$ cat src/rtl/mnist_pkg.sv
// Shared types and constants for the MNIST load/compute sequencer.
package mnist_pkg;

  typedef enum logic [2:0] {
    IDLE,
    LOAD_W,
    LOAD_X,
    FLUSH,
    SWITCH,
    COMPUTE,
    DONE
  } state_e;

  localparam logic [1:0] SEL_L1 = 2'd0;
  localparam logic [1:0] SEL_L2 = 2'd1;
  localparam logic [1:0] SEL_L3 = 2'd2;
  localparam logic [1:0] SEL_L4 = 2'd3;

  localparam int unsigned W1_DEPTH_DEF = 802816;
  localparam int unsigned W2_DEPTH_DEF = 1048576;
  localparam int unsigned W3_DEPTH_DEF = 1048576;
  localparam int unsigned W4_DEPTH_DEF = 10240;
  localparam int unsigned X_DEPTH_DEF  = 784;

  typedef struct packed {
    logic in_ready;
    logic busy;
    logic done;
    logic en_compute;
    logic load_compute_ctrl;
  } ctrl_t;

  // Control outputs as seen while sitting in state s.
  function automatic ctrl_t ctrl_of(state_e s);
    ctrl_t c;
    c.in_ready          = (s == LOAD_W) || (s == LOAD_X);
    c.busy              = (s != IDLE);
    c.done              = (s == DONE);
    c.en_compute        = (s == COMPUTE);
    c.load_compute_ctrl = !((s == SWITCH) || (s == COMPUTE));
    return c;
  endfunction

endpackage

$ cat src/rtl/mnist_seg_counter.sv
// Segment address counter; wraps to 0 after the terminal address.
module mnist_seg_counter #(
  parameter int unsigned ADDR_W = 10
) (
  input  logic              clk,
  input  logic              rst,
  input  logic              clr,
  input  logic              inc,
  input  logic [ADDR_W-1:0] last,
  output logic [ADDR_W-1:0] count,
  output logic              tc_c
);

  assign tc_c = (count == last);

  always_ff @(posedge clk) begin
    if (rst || clr)
      count <= '0;
    else if (inc)
      count <= tc_c ? '0 : count + ADDR_W'(1);
  end

endmodule

$ cat src/rtl/mnist_load_seq.sv
// Streams weight and input bits into the MNIST banks, then hands off to compute.
module mnist_load_seq
  import mnist_pkg::*;
#(
  parameter int unsigned W_ADDR_LEN = 20,
  parameter int unsigned X_ADDR_LEN = 10,
  parameter int unsigned W1_DEPTH   = W1_DEPTH_DEF,
  parameter int unsigned W2_DEPTH   = W2_DEPTH_DEF,
  parameter int unsigned W3_DEPTH   = W3_DEPTH_DEF,
  parameter int unsigned W4_DEPTH   = W4_DEPTH_DEF,
  parameter int unsigned X_DEPTH    = X_DEPTH_DEF
) (
  input  logic                  clk,
  input  logic                  rst,
  input  logic                  start,
  input  logic                  start_x_only,
  input  logic                  in_valid,
  input  logic                  in_data,
  output logic                  in_ready,
  output logic                  w_wq_oc,
  output logic [W_ADDR_LEN-1:0] w_addr_oc,
  output logic [1:0]            w_sel_oc,
  output logic                  x_wq_oc,
  output logic [X_ADDR_LEN-1:0] x_addr_oc,
  output logic [1:0]            x_sel_oc,
  output logic                  wx_write_oc,
  output logic                  load_compute_ctrl,
  output logic                  en_compute,
  input  logic                  compute_finish,
  output logic                  busy,
  output logic                  done
);

  state_e                  state;
  state_e                  state_nxt;
  ctrl_t                   ctrl;
  logic [1:0]              sel;
  logic                    weights_loaded;
  logic                    go_full;
  logic                    go_x;
  logic                    acc_w;
  logic                    acc_x;
  logic                    w_clr;
  logic                    x_clr;
  logic                    w_tc_c;
  logic                    x_tc_c;
  logic [W_ADDR_LEN-1:0]   w_cnt;
  logic [W_ADDR_LEN-1:0]   w_last;
  logic [X_ADDR_LEN-1:0]   x_cnt;

  assign go_full = start || (start_x_only && !weights_loaded);
  assign go_x    = !start && start_x_only && weights_loaded;
  assign acc_w   = in_valid && in_ready && (state == LOAD_W);
  assign acc_x   = in_valid && in_ready && (state == LOAD_X);
  assign w_clr   = (state == IDLE) && go_full;
  assign x_clr   = (state == IDLE) && (go_full || go_x);

  always_comb begin
    w_last = W_ADDR_LEN'(W1_DEPTH - 1);
    case (sel)
      SEL_L2:  w_last = W_ADDR_LEN'(W2_DEPTH - 1);
      SEL_L3:  w_last = W_ADDR_LEN'(W3_DEPTH - 1);
      SEL_L4:  w_last = W_ADDR_LEN'(W4_DEPTH - 1);
      default: w_last = W_ADDR_LEN'(W1_DEPTH - 1);
    endcase
  end

  mnist_seg_counter #(.ADDR_W(W_ADDR_LEN)) u_w_cnt (
    .clk   (clk),
    .rst   (rst),
    .clr   (w_clr),
    .inc   (acc_w),
    .last  (w_last),
    .count (w_cnt),
    .tc_c  (w_tc_c)
  );

  mnist_seg_counter #(.ADDR_W(X_ADDR_LEN)) u_x_cnt (
    .clk   (clk),
    .rst   (rst),
    .clr   (x_clr),
    .inc   (acc_x),
    .last  (X_ADDR_LEN'(X_DEPTH - 1)),
    .count (x_cnt),
    .tc_c  (x_tc_c)
  );

  always_comb begin
    state_nxt = state;
    case (state)
      IDLE:    if (go_full) state_nxt = LOAD_W;
               else if (go_x) state_nxt = LOAD_X;
      LOAD_W:  if (acc_w && w_tc_c && (sel == SEL_L4)) state_nxt = LOAD_X;
      LOAD_X:  if (acc_x && x_tc_c) state_nxt = FLUSH;
      FLUSH:   state_nxt = SWITCH;
      SWITCH:  state_nxt = COMPUTE;
      COMPUTE: if (compute_finish) state_nxt = DONE;
      DONE:    state_nxt = IDLE;
      default: state_nxt = IDLE;
    endcase
  end

  // State, control outputs and write strobes all launch from this register stage.
  always_ff @(posedge clk) begin
    if (rst) begin
      state          <= IDLE;
      ctrl           <= ctrl_of(IDLE);
      sel            <= SEL_L1;
      weights_loaded <= 1'b0;
      w_wq_oc        <= 1'b0;
      x_wq_oc        <= 1'b0;
      w_addr_oc      <= '0;
      w_sel_oc       <= 2'b00;
      x_addr_oc      <= '0;
      wx_write_oc    <= 1'b0;
    end else begin
      state   <= state_nxt;
      ctrl    <= ctrl_of(state_nxt);
      w_wq_oc <= acc_w;
      x_wq_oc <= acc_x;
      if (acc_w) begin
        w_addr_oc <= w_cnt;
        w_sel_oc  <= sel;
      end
      if (acc_x)
        x_addr_oc <= x_cnt;
      if (acc_w || acc_x)
        wx_write_oc <= in_data;
      if (w_clr)
        sel <= SEL_L1;
      else if (acc_w && w_tc_c)
        sel <= sel + 2'd1;
      if (acc_w && w_tc_c && (sel == SEL_L4))
        weights_loaded <= 1'b1;
    end
  end

  assign in_ready          = ctrl.in_ready;
  assign busy              = ctrl.busy;
  assign done              = ctrl.done;
  assign en_compute        = ctrl.en_compute;
  assign load_compute_ctrl = ctrl.load_compute_ctrl;
  assign x_sel_oc          = 2'b00;

endmodule

$ cat config.mk
export PLATFORM = sky130hd
export DESIGN_NAME = mnist_load_seq
export DESIGN_NICKNAME = d
export VERILOG_FILES = /design/src/rtl/mnist_pkg.sv /design/src/rtl/mnist_seg_counter.sv /design/src/rtl/mnist_load_seq.sv
export SDC_FILE = /design/constraint.sdc
export NUM_CORES = 1
export LEC_CHECK = 0
export ABC_AREA = 1
export BUFFER_PORTS_ARGS = -buffer_cell sky130_fd_sc_hd__buf_2
export CORE_MARGIN = 5
export CORE_UTILIZATION = 40
export DETAILED_ROUTE_END_ITERATION = 10
export MAX_ROUTING_LAYER = met4
export PLACE_DENSITY_LB_ADDON = 0.08
export SLEW_MARGIN = 20
export SYNTH_ARGS = -nofsm -noshare
export SYNTH_HDL_FRONTEND = slang
export SYNTH_SLANG_ARGS = --single-unit
$ cat constraint.sdc
create_clock -name clk -period 1.7 [get_ports clk]
set_input_delay 0.085 -clock clk [delete_from_list [all_inputs] [get_ports clk]]
set_output_delay 0.085 -clock clk [all_outputs]
set_load 0.1 [all_outputs]
# Word level (Yosys, flattened, before mapping)
# Cells that the tools add are included.
# totals
regBits,76
wordCells,68
# op_classes
addsub,3
n_eq_ne,15
n_mux,9
reduce_logical,25
# ops
op,n
20-bit one-hot mux with 2 select lines,1
"20-bit by 1-bit adder with 20-bit output, second input constant",1
20-bit equality test,1
20-bit 2-to-1 mux,1
3-bit one-hot mux with 6 select lines,1
"3-bit equality test, second input constant",5
3-bit 2-to-1 mux,5
1-bit logical AND,11
"10-bit by 1-bit adder with 10-bit output, second input constant",1
"10-bit equality test, second input constant",1
10-bit 2-to-1 mux,1
"3-bit by 2-bit equality test with 1-bit output, second input constant",3
1-bit logical OR,7
"3-bit by 1-bit equality test with 1-bit output, second input constant",2
"2-bit equality test, second input constant",2
2-bit OR reduction,2
1-bit zero test,3
3-bit zero test,1
3-bit nonzero test,1
"2-bit by 1-bit adder with 2-bit output, second input constant",1
"2-bit by 1-bit equality test with 1-bit output, second input constant",1

# Longest topological paths before layout
# Gate-level depths: netlist (run 1).
# depth
depth_word,11
depth_mapped,12
depth_no_buf,12

# By module
# From an unflattened synthesis (run 1), not the netlist that was laid out.
# hier_totals
hier_cells,548
hier_area_um2,3756.1
# by_module_without_submodules
mod,n_inst,cells_per_inst,area_per_inst_um2,seq_area_each_um2
mnist_load_seq,1,225,1727.9,920.9
mnist_seg_counter (u_w_cnt),1,219,1358.8,400.4
mnist_seg_counter (u_x_cnt),1,104,669.4,200.2

# Worst setup path before layout (run 1)
# No wires, ideal clock.
# synth_path
kind,register to register
start,"register ctrl, in the netlist in_ready"
end,register u_w_cnt.count[18]
arrival_ns,2.222
required_ns,1.586
path_slack_ns,-0.636
stages_incl_launch_ff,9
period_less_slack_ns,2.336
path_cell_list,dfxtp_1 -> nand2_1 -> nor2_8 -> inv_4 -> nor2_4 -> nand3_2 -> nor3_2 -> xor2_1 -> nor2_1
# synth_between
elab_chain_len,2
# synth_lines
element,line,source
"start, declared",mnist_load_seq.sv:36,ctrl_t ctrl;
"start signal, assigned",mnist_load_seq.sv:107,ctrl <= ctrl_of(IDLE);
"start signal, assigned",mnist_load_seq.sv:118,ctrl <= ctrl_of(state_nxt);
1-bit logical AND (2 in series),mnist_load_seq.sv:53,assign acc_w = in_valid && in_ready && (state == LOAD_W);
"end signal, assigned",mnist_seg_counter.sv:20,count <= tc_c ? '0 : count + ADDR_W'(1);
"end, declared",mnist_seg_counter.sv:10,"output logic [ADDR_W-1:0] count,"
# No other way between the ends.
# A chain may end at the register's enable or synchronous reset.

# Worst setup path after layout (run 1)
# layout_path
start,register u_w_cnt.count[2]
end,register u_w_cnt.count[17]
# layout_between
elab_chain_len,2
word_cells_on_any_way,3
# layout_lines
element,line
20-bit by 1-bit adder with 20-bit output / 20-bit equality test (equally long branches),"mnist_seg_counter.sv:20, mnist_seg_counter.sv:14"
20-bit 2-to-1 mux (*),mnist_seg_counter.sv:20
# Mark *: on every way between the ends. The rest lies on a longest branch, timed or not.

==> results of run 1 <==
-- timing repair --
item	CTS	global route
hold endpoints to repair	1	0
hold buffers	1	0
setup buffers	0	3
endpoints found under the setup margin	0	19
resized for setup	0	9
-- cell usage in the layout, fill, tap and decap left out, drive strengths merged, types with 2 or more instances in the layout --
master / count
inv: 48
nor4: 2
xnor2: 2
nand2: 66
nand3: 20
nor3b: 2
ha: 3
buf: 65
a21oi: 44
xor2: 10
conb: 2
dfxtp: 76
clkbuf: 11
bufinv: 3
a211oi: 3
nand4: 11
nor2: 66
o21ai: 39
nor3: 14
-- synthesized netlist by cell type, types with 7 or more instances --
master	number
o21ai_0	37
dfxtp_1	76
nor2_1	55
a21oi_1	43
inv_1	39
nand2_2	7
nor3_1	10
inv_2	7
nand2_1	59
xor2_1	10
nand3_1	16
nand4_1	9
-- layer usage --
metal / GRT usage, % / vias to the layer above / part of all wire, %
met5: - / - / 0
met4: 6.851 / 0 / 1.6
met3: 2.976 / 11 / 4.1
met2: 26.01 / 45 / 48
met1: 20.74 / 1367 / 47
li1: - / 1522 / -
-- path summary, 6_finish.rpt --
| kind | startpoint | to | depth (start not counted) |
|---|---|---|---|
| worst min register to register | w_addr_oc[8] | w_addr_oc[8] | 2 |
| worst max register to register | u_w_cnt.count[2] | u_w_cnt.count[17] | 8 |
| worst max-delay path | u_w_cnt.count[2] | u_w_cnt.count[17] | 8 |
| worst min-delay path | compute_finish | done | 3 |
-- where the power goes --
group / switching (mW) / internal [mW] / total, mW
registers: 0.0135 / 1.81 / 1.82
clock network: 0.690 / 1.02 / 1.71
logic: 0.302 / 0.0606 / 0.363
total: 1.01 / 2.89 / 3.90
-- final cells by class --
type | count | area share, %
clock buffers | 11 | 3.495
clock inverters | 5 | 2.660
inverters | 47 | 4.423
multi-input cells | 288 | 38.88
flip-flops and latches | 76 | 37.83
well taps | 105 | 3.248
repair buffers | 66 | 9.465
-- logic make-up after synthesis --
logic type      count (synthesis)  share of synthesized area (%)
xor+xnor                       12                          3.166
buf+inv                        62                          7.840
simple gates                  182                          27.67
other cells                     1                         0.1130
fa+ha+maj                       3                          1.131
flops                          76                          45.83
compound gates                 89                          14.25
-- tightest hold or removal path: stages --
cell,delay [ns]
buf_2,0.11
nand4_1,0.10
nor2_1,0.04
-- state kept, by name, indices dropped and copies added, names as in the netlist, 2 cells and up --
| register | count |
|---|---|
| u_w_cnt.count | 20 |
| w_addr_oc | 20 |
| u_x_cnt.count | 10 |
| x_addr_oc | 10 |
| state | 3 |
| sel | 2 |
| w_sel_oc | 2 |
-- metrics by stage --
| step | setup TNS [ns] | utilization [%] | power, mW |
|---|---|---|---|
| 2_1_floorplan | 0 | - | 2.163 |
| 3_3_place_gp | 0 | 45.85 | 2.221 |
| 3_5_place_dp | 0 | 45.85 | 2.222 |
| 4_1_cts | 0 | 49.04 | 3.946 |
| 5_1_grt | -0.01631 | 49.73 | 4.061 |
| 6_report | 0 | 49.73 | 3.896 |
==> summary.txt, run 1 <==
Detailed routing
  – Drt pass-1 iters: 4
  – Vias per Instance: 4.925
  – DRT iter0 DRCs: between 70 and 80
  – Detailed-route via count: between 2k and 3k
  – DRC: 0
  – Final wirelength: 7812 µm
  – Wirelength per Cell: 13.06 µm
  – Antenna Nets Post-Route: 0

STA
  – Min Tclk post-route: around 1.6 ns
  – Max Freq: 634.2 MHz
  – Final period util: roughly 93%
  – Hold Worst Slack: 0.03034 ns
  – Final Skew: 0.01233 ns
  – Setup-failing EPs final: 0
  – Pins over their slew limit: 0
  – Final worst slack: 0.1233 ns
  – Hold Fails Final Rpt: 0

Setup path
  – Startpoint Class: register
  – Slowest-stage cell, CP: dfxtp_1
  – Critical Path AT: 1.85 ns
  – Worst path required time: 1.97 ns
  – Crit-path max cell delay: 0.40 ns
  – CP top delay family: simple AND/OR/NAND/NOR gates
  – CP Class: reg -> reg
  – R2R Setup Slk: between 0.1 and 0.15 ns
  – Crit-path max FO: 5
  – Endpoint type of the worst setup path: register
  – WP buf/inv: 0
  – CP cell instances: nand3_1 -> nor2_1 -> nand2_2 -> nor2_4 -> nand2_1 -> nor2_2 -> a21oi_1 -> nor3_2

Clock network
  – Worst skew pair latency: 0.35 ns
  – Clock root buffer: clkbuf_8
  – Clock buffer depth: 2
  – Clock slew at reported path FFs: ~0.080 ns
  – CTS buffer count: 9
  – CTS Sinks: between 70 and 80
  – CTS tree: yes
  – H-tree lvl count: 3

Run status
  – Status: complete, no violations

Global routing
  – First-pass GRT wire length: about 13000 µm
  – Vias in the first global route: roughly 2.8k
  – All-Layer GR Usage: ~16%
  – Largest net degree at the start of global routing: 20
  – Initial antenna violation count: 0
  – Grt ovf: 0

Placed design
  – Placed Area: between 0.003 and 0.004 mm²
  – Placer Congestion: 0.8274
  – Input/output buffers: 46
  – Post-DP HPWL: 5828 µm
  – Dpl cells: 578
  – Worst slack, placed: 0.06364 ns

Floorplan
  – DIE HEIGHT: 101.1 µm
  – Die width: around 100 µm
  – Core Area: between 0.008 and 0.009 mm²
  – I/O pins: around 50
  – Starting Density: 40.81%
  – Area of the die: 0.01022 mm²
  – Cell row count: 33

Synth
  – Post-synth top area share: 45.83%
  – Synth Register Bits: 76
  – Dominant cells by area after synthesis: dfxtp_1, nand2_1, a21oi_1
  – Syn avg cell area: 7.810 µm²
  – Syn Inst Count: roughly 430
  – Post-synth EDFFs: 0
  – Synth Flop Type: dfxtp_1
  – Synth warnings: 0
  – Synth unique cells: 37
  – FFs w/ async S/R, synth: 0%
  – Register area share after synthesis: 45.83%
  – Syn Std Cell Area: 0.003319 mm²
  – Post-synth top area cell: dfxtp_1

Power
  – Power Density: 963.2 mW/mm²
  – Worst vdd ir: 0.0003622 V
  – Leakage: 1.744 nW

Final layout
  – Design area: between 0.004 and 0.005 mm²
  – Layout cells sized above 1: 25.96%
  – FF+latch area: 0.001530 mm²
  – # diodes: 0
  – Layout area overhead: 21.86%
  – Fillers: approximately 800
  – Fin nets: 498
  – Non-Filler Instances: about 600
  – Multi-input gate area: 0.001573 mm²

Worst hold path
  – Hold Path Class: in -> reg

Flow run
  – Max Cap Viol: 0
No activity file was read; power rests on OpenSTA's default activity.
==> run 2, diff against run 1 <==
- HOLD_SLACK_MARGIN: unset -> 0.08
==> run 2 against run 1 <==
Compared with the run above: via count grew 0.65%; worst hold slack improved by 0.088 ns; non-clock buffer count increased by 1; cell count is 0.17% higher; die area did not move; clock-buffer cell count did not move; power increased by 0.10%; first-iteration DRC count decreased by 1.4%; routed wire length up 0.61%; clock skew hardly changed; flip-flop and latch count unchanged; fmax increased by 0.14%; critical endpoint unchanged.
==> summary.txt, run 2 (same netlist as run 1, synthesis figures left out) <==
Worst hold path
  – Hold_sp: rst (was compute_finish)
  – Hold path cells: 4 (was 3)
  – Hold Path Class: in -> reg (unchanged)
  – Min-Delay Endpoint: sel[0] (was done)

Detailed routing
  – Detailed-route via count: 2964 (was 2945)
  – Wirelength per Cell: 13.12 µm (was 13.06 µm)
  – Routed length on met3: 327 µm (was 318 µm)
  – Antenna Nets Post-Route: 0 (unchanged)
  – Met2 WL: 3738 µm (was 3734 µm)
  – Drt pass-1 iters: 4 (unchanged)
  – DRC: 0 (unchanged)
  – DRT iter0 DRCs: 71 (was 72)
  – Highest routed layer: met4 (unchanged)
  – Vias per Instance: 4.948 (was 4.925)
  – Metal1 wirelength: 3684 µm (was 3633 µm)
  – Final wirelength: 7860 µm (was 7812 µm)

Final layout
  – FF+latch area: 0.001530 mm² (unchanged)
  – Biggest regs: u_w_cnt.count x20, w_addr_oc x20 (unchanged)
  – Most frequent cells in the layout: dfxtp_1, nand2_1, nor2_1 (unchanged)
  – Commonest non-fill, non-tap cell in the layout: dfxtp_1 (unchanged)
  – Fillers: 796 (was 797)
  – Layout cells sized above 1: 25.91% (was 25.96%)
  – Layout area overhead: 22.16% (was 21.86%)
  – # diodes: 0 (unchanged)
  – Fin nets: 499 (was 498)
  – Design area: 0.004055 mm² (was 0.004045 mm²)
  – Multi-input gate area: 0.001573 mm² (unchanged)
  – Final Core Density: 49.85% (was 49.73%)

Setup path
  – Crit-path max FO: 5 (unchanged)
  – Critical Path AT: 1.85 ns (about the same)
  – Worst path required time: 1.98 ns (was 1.97 ns)
  – Worst r2r src: u_w_cnt.count[2] (unchanged)
  – R2R cell count: 8 (unchanged)
  – R2R Setup Slk: 0.13 ns (was 0.12 ns)
  – Startpoint Class: register (unchanged)
  – Endpoint type of the worst setup path: register (unchanged)
  – CP Class: reg -> reg (unchanged)
  – Crit Reg-Reg Endpoint: u_w_cnt.count[17] (unchanged)

Power
  – Worst vdd ir: 0.0003627 V (was 0.0003622 V)
  – Leakage: 1.749 nW (was 1.744 nW)
  – Power Density: 961.8 mW/mm² (was 963.2 mW/mm²)
  – Power, Total: 3.900 mW (was 3.896 mW)

Global routing
  – Vias in the first global route: 2763 (unchanged)
  – Largest net degree at the start of global routing: 20 (unchanged)
  – Initial antenna violation count: 0 (unchanged)
  – All-Layer GR Usage: 16.48% (unchanged)
  – First-pass GRT wire length: 13060 µm (unchanged)
  – Grt ovf: 0 (unchanged)

Clock network
  – Clock slew at reported path FFs: 0.08 ns (about the same)
  – Clock root buffer: clkbuf_8 (unchanged)
  – Worst skew pair latency: 0.35 ns (about the same)
  – CTS Sinks: 76 (unchanged)
  – H-tree lvl count: 3 (unchanged)
  – Clock buffer depth: 2 (unchanged)
  – CTS tree: yes (unchanged)
  – CTS buffer count: 9 (unchanged)

STA
  – Pins over their slew limit: 0 (unchanged)
  – Setup-failing EPs final: 0 (unchanged)
  – Post-route setup TNS: 0 ns (unchanged)
  – Final Skew: 0.01241 ns (was 0.01233 ns)
  – Final period util: 92.62% (was 92.75%)
  – Min Tclk post-route: 1.575 ns (was 1.577 ns)
  – Hold Worst Slack: 0.1184 ns (was 0.03034 ns)
  – Hold Fails Final Rpt: 0 (unchanged)
  – Max Freq: 635.1 MHz (was 634.2 MHz)

Floorplan
  – Starting Density: 40.81% (unchanged)
  – I/O pins: 49 (unchanged)
  – Area of the die: 0.01022 mm² (unchanged)
  – Cell row count: 33 (unchanged)
  – Die width: 101.1 µm (unchanged)
  – Core Area: 0.008134 mm² (unchanged)
  – DIE HEIGHT: 101.1 µm (unchanged)

Flow run
  – Max Cap Viol: 0 (unchanged)

Placed design
  – Placer Congestion: 0.8274 (unchanged)
  – Input/output buffers: 46 (unchanged)
  – Post-DP HPWL: 5828 µm (unchanged)
  – Placed Area: 0.003730 mm² (unchanged)

Run status
  – Status: complete, no violations (unchanged)
run 2: cell types whose count changed in the layout (fill, tap and decap cells not counted), sizes merged:
cell / delta
dlygate4sd3: +1
run 2: critical path, stage by stage, from the launching register on:
cell and delay, ns:
dfxtp_1 0.40, nand3_1 0.13, nor2_1 0.25, nand2_2 0.13, nor2_4 0.18, nand2_1 0.09
nor2_2 0.14, a21oi_1 0.10, nor3_2 0.10
run 2: how the worst max path moves through the flow:
| stage | slack (ns) | startpoint | endpoint | cells past startpoint |
|---|---|---|---|---|
| finish | 0.13 | u_w_cnt.count[2] | u_w_cnt.count[17] | 8 |
| global route | -0.02 | state[0] | u_w_cnt.count[8] | 6 |
| CTS | 0.04 | u_w_cnt.count[0] | u_w_cnt.count[16] | 10 |
| detailed placement | 0.06 | u_w_cnt.count[1] | u_w_cnt.count[19] | 8 |
| global placement | 0.10 | u_w_cnt.count[11] | u_w_cnt.count[19] | 8 |
| floorplan | 0.08 | in_ready | u_w_cnt.count[18] | 8 |
run 2: cell type report:
cell class / count / share of cell area, %
sequential: 76 / 37.74
multi-input combinational: 288 / 38.78
clock buffer: 11 / 3.487
tap: 105 / 3.240
timing repair buffer: 67 / 9.688
inverter: 47 / 4.412
clock inverter: 5 / 2.653
run 2: per-layer routing:
| metal | GRT usage, % | vias up |
|---|---|---|
| met5 | - | - |
| met4 | 6.851 | 0 |
| met3 | 2.976 | 15 |
| met2 | 26.01 | 56 |
| met1 | 20.74 | 1371 |
| li1 | - | 1522 |
run 2: report_power, final:
part	switching (mW)	leakage [nW]	internal, mW	total (mW)
logic	0.303	1.01	0.0620	0.365
clock network	0.692	0.124	1.02	1.72
registers	0.0135	0.617	1.81	1.82
total	1.01	1.75	2.89	3.90
run 2: timing repair:
action | CTS | global route
buffers inserted | 0 | 3
endpoints found under the hold margin | 2 | 0
endpoints found under the setup margin | 0 | 19
hold buffers | 2 | 0
resized for setup | 0 | 9
run 2: metrics by stage:
stage / instances / setup WS, ns
floorplan: 426 / 0.08102
global placement: 578 / 0.1023
detailed placement: 578 / 0.06364
CTS: 596 / 0.04057
global route: 599 / -0.01631
finish: 599 / 0.1254
==> run 3, diff against run 2 <==
- CORE_MARGIN: 5 -> 8
- REMOVE_ABC_BUFFERS: unset -> 1
- SETUP_SLACK_MARGIN: unset -> 0.15
==> run 3 against run 2 <==
Compared with the run above: sequential share of layout area shrank 2.5 points; cell count grew 2.7%; worst hold slack lost 0.020 ns; clock-buffer cell count shrank 2; first-iteration DRC count grew 24%; flip-flop and latch count is the same.
==> summary.txt, run 3 (same netlist as run 1, synthesis figures left out) <==
Final layout
  – Biggest regs: u_w_cnt.count x20, w_addr_oc x20 (unchanged)
  – Most frequent cells in the layout: dfxtp_1, nand2_1, nor2_1 (unchanged)
  – Fin nets: 515 (was 499)
  – Layout cells sized above 1: 35.69% (was 25.91%)
  – Final Core Density: 54.08% (was 49.85%)
  – Design area: 0.004399 mm² (was 0.004055 mm²)
  – Layout area overhead: 32.53% (was 22.16%)
  – Commonest non-fill, non-tap cell in the layout: dfxtp_1 (unchanged)
  – # diodes: 0 (unchanged)

Detailed routing
  – Met2 WL: 4006 µm (was 3738 µm)
  – DRC: 0 (unchanged)
  – Antenna Nets Post-Route: 0 (unchanged)
  – Detailed-route via count: 2964 (unchanged)
  – Final wirelength: 8313 µm (was 7860 µm)
  – Highest routed layer: met4 (unchanged)
  – Drt pass-1 iters: 4 (unchanged)
  – DRT iter0 DRCs: 88 (was 71)
  – Vias per Instance: 4.820 (was 4.948)
  – Metal1 wirelength: 3857 µm (was 3684 µm)
  – Routed length on met3: 284 µm (was 327 µm)
  – Wirelength per Cell: 13.52 µm (was 13.12 µm)

STA
  – Min Tclk post-route: 1.543 ns (was 1.575 ns)
  – Hold Fails Final Rpt: 0 (unchanged)
  – Setup-failing EPs final: 0 (unchanged)
  – Final period util: 90.76% (was 92.62%)
  – Final Skew: 0.006712 ns (was 0.01241 ns)
  – Hold Worst Slack: 0.09788 ns (was 0.1184 ns)
  – Pins over their slew limit: 0 (unchanged)
  – RSZ-0062 raised after global routing: yes
  – Max Freq: 648.1 MHz (was 635.1 MHz)

Clock network
  – H-tree lvl count: 3 (unchanged)
  – CTS buffer count: 9 (unchanged)
  – Clock slew at reported path FFs: 0.08 ns (about the same)
  – CTS tree: yes (unchanged)
  – Clock root buffer: clkbuf_8 (unchanged)
  – Worst skew pair latency: 0.35 ns (about the same)
  – Clock buffer depth: 2 (unchanged)
  – CTS Sinks: 76 (unchanged)

Floorplan
  – Area of the die: 0.01147 mm² (was 0.01022 mm²)
  – Cell row count: 33 (unchanged)
  – Core Area: 0.008134 mm² (unchanged)
  – Starting Density: 40.81% (unchanged)
  – DIE HEIGHT: 107.1 µm (was 101.1 µm)
  – Die width: 107.1 µm (was 101.1 µm)
  – I/O pins: 49 (unchanged)

Placed design
  – Post-DP HPWL: 5740 µm (was 5828 µm)
  – Placed Area: 0.003744 mm² (was 0.003730 mm²)
  – Placer Congestion: 0.8515 (was 0.8274)
  – Input/output buffers: 46 (unchanged)

Worst hold path
  – Hold Path Class: in -> reg (unchanged)

Flow run
  – Max Cap Viol: 0 (unchanged)

Setup path
  – Critical Path AT: 1.79 ns (was 1.85 ns)
  – Endpoint type of the worst setup path: register (unchanged)
  – Crit-path max FO: 4 (was 5)
  – Worst path required time: 1.94 ns (was 1.98 ns)
  – CP Class: reg -> reg (unchanged)
  – Startpoint Class: register (unchanged)

Power
  – Net Sw Power: 1.051 mW (was 1.008 mW)
  – Register share of total power: 46.3% (was 46.6%)
  – Cell internal pwr: 2.877 mW (was 2.892 mW)
  – Worst vdd ir: 0.0004141 V (was 0.0003627 V)
  – Clock share of power: 43.3% (was 44.0%)
  – Leakage: 1.879 nW (was 1.749 nW)
  – Sw Ratio: 26.75% (was 25.85%)
  – Combinational share of power: 10.4% (was 9.4%)
  – Power Density: 893.0 mW/mm² (was 961.8 mW/mm²)

Global routing
  – First-pass GRT wire length: 13940 µm (was 13060 µm)
  – Vias in the first global route: 2998 (was 2763)
  – Initial antenna violation count: 0 (unchanged)
  – Grt ovf: 0 (unchanged)
  – Largest net degree at the start of global routing: 22 (was 20)
  – All-Layer GR Usage: 15.29% (was 16.48%)

Run status
  – Status: complete, no violations (unchanged)
-- run 3: changes by cell type in the layout (fill, tap and decap cells not counted), sizes merged --
cell	previous run	this run
clkinv	1	2
clkbuf	11	9
buf	65	81
clkinvlp	0	1
-- run 3: area by class of cell --
type / instances / area (µm²)
well taps: 105 / 131.4
multi-input cells: 288 / 1730
flip-flops and latches: 76 / 1549
inverters: 47 / 183.9
clock buffers: 9 / 123.9
fillers: 768 / 3735
clock inverters: 7 / 123.9
repair buffers: 83 / 556.8
-- run 3: metrics by stage --
stage	setup TNS, ns	worst slack, ns	power (mW)	instances
global route	0	0.04290	4.058	615
CTS	0	0.1511	3.960	606
global placement	0	0.08853	2.232	579
finish	0	0.1571	3.928	615
detailed placement	0	0.08655	2.233	579
floorplan	-40.60	-0.9374	2.142	411
-- run 3: power by group through the flow --
stage / Sequential (mW) / Combinational, mW / Clock [mW]
4_1_cts: 1.82 / 0.402 / 1.74
5_1_grt: 1.82 / 0.432 / 1.80
2_1_floorplan: 2.03 / 0.109 / 0
3_3_place_gp: 1.86 / 0.372 / 0
3_5_place_dp: 1.86 / 0.373 / 0
6_report: 1.82 / 0.408 / 1.70
-- run 3: path summary, 6_finish.rpt --
| kind | slack (ns) | startpoint | cells after the start | to |
|---|---|---|---|---|
| setup / recovery | 0.16 | u_w_cnt.count[1] | 10 | en_compute |
| hold / removal | 0.1 | rst | 4 | sel[1] |
| setup reg to reg | 0.16 | u_w_cnt.count[1] | 10 | en_compute |
| hold reg to reg | 0.46 | w_addr_oc[8] | 2 | w_addr_oc[8] |
-- run 3: worst max-delay path: stages, from the launching register on --
cell and delay [ns]:
dfxtp_2 0.37, ha_4 0.15, nand3_4 0.09, nor2_4 0.10, nand2_2 0.07, nor2_4 0.15
buf_6 0.12, nand4_4 0.10, nand2_2 0.12, buf_4 0.11, a21oi_1 0.05
-- run 3: what timing repair did --
item                                    4_1_cts  5_1_grt
endpoints found under the setup margin       19       31
pin swaps                                     7       12
endpoints found under the hold margin         2        0
resized for setup                            21       51
hold buffers                                  2        0
setup buffers                                 8        9
cloned                                        1        0
-- run 3: routing by layer --
| metal | up-vias | track usage [%] |
|---|---|---|
| met4 | 0 | 7.839 |
| met1 | 1350 | 18.19 |
| met5 | - | - |
| li1 | 1549 | - |
| met2 | 49 | 24.10 |
| met3 | 16 | 2.939 |
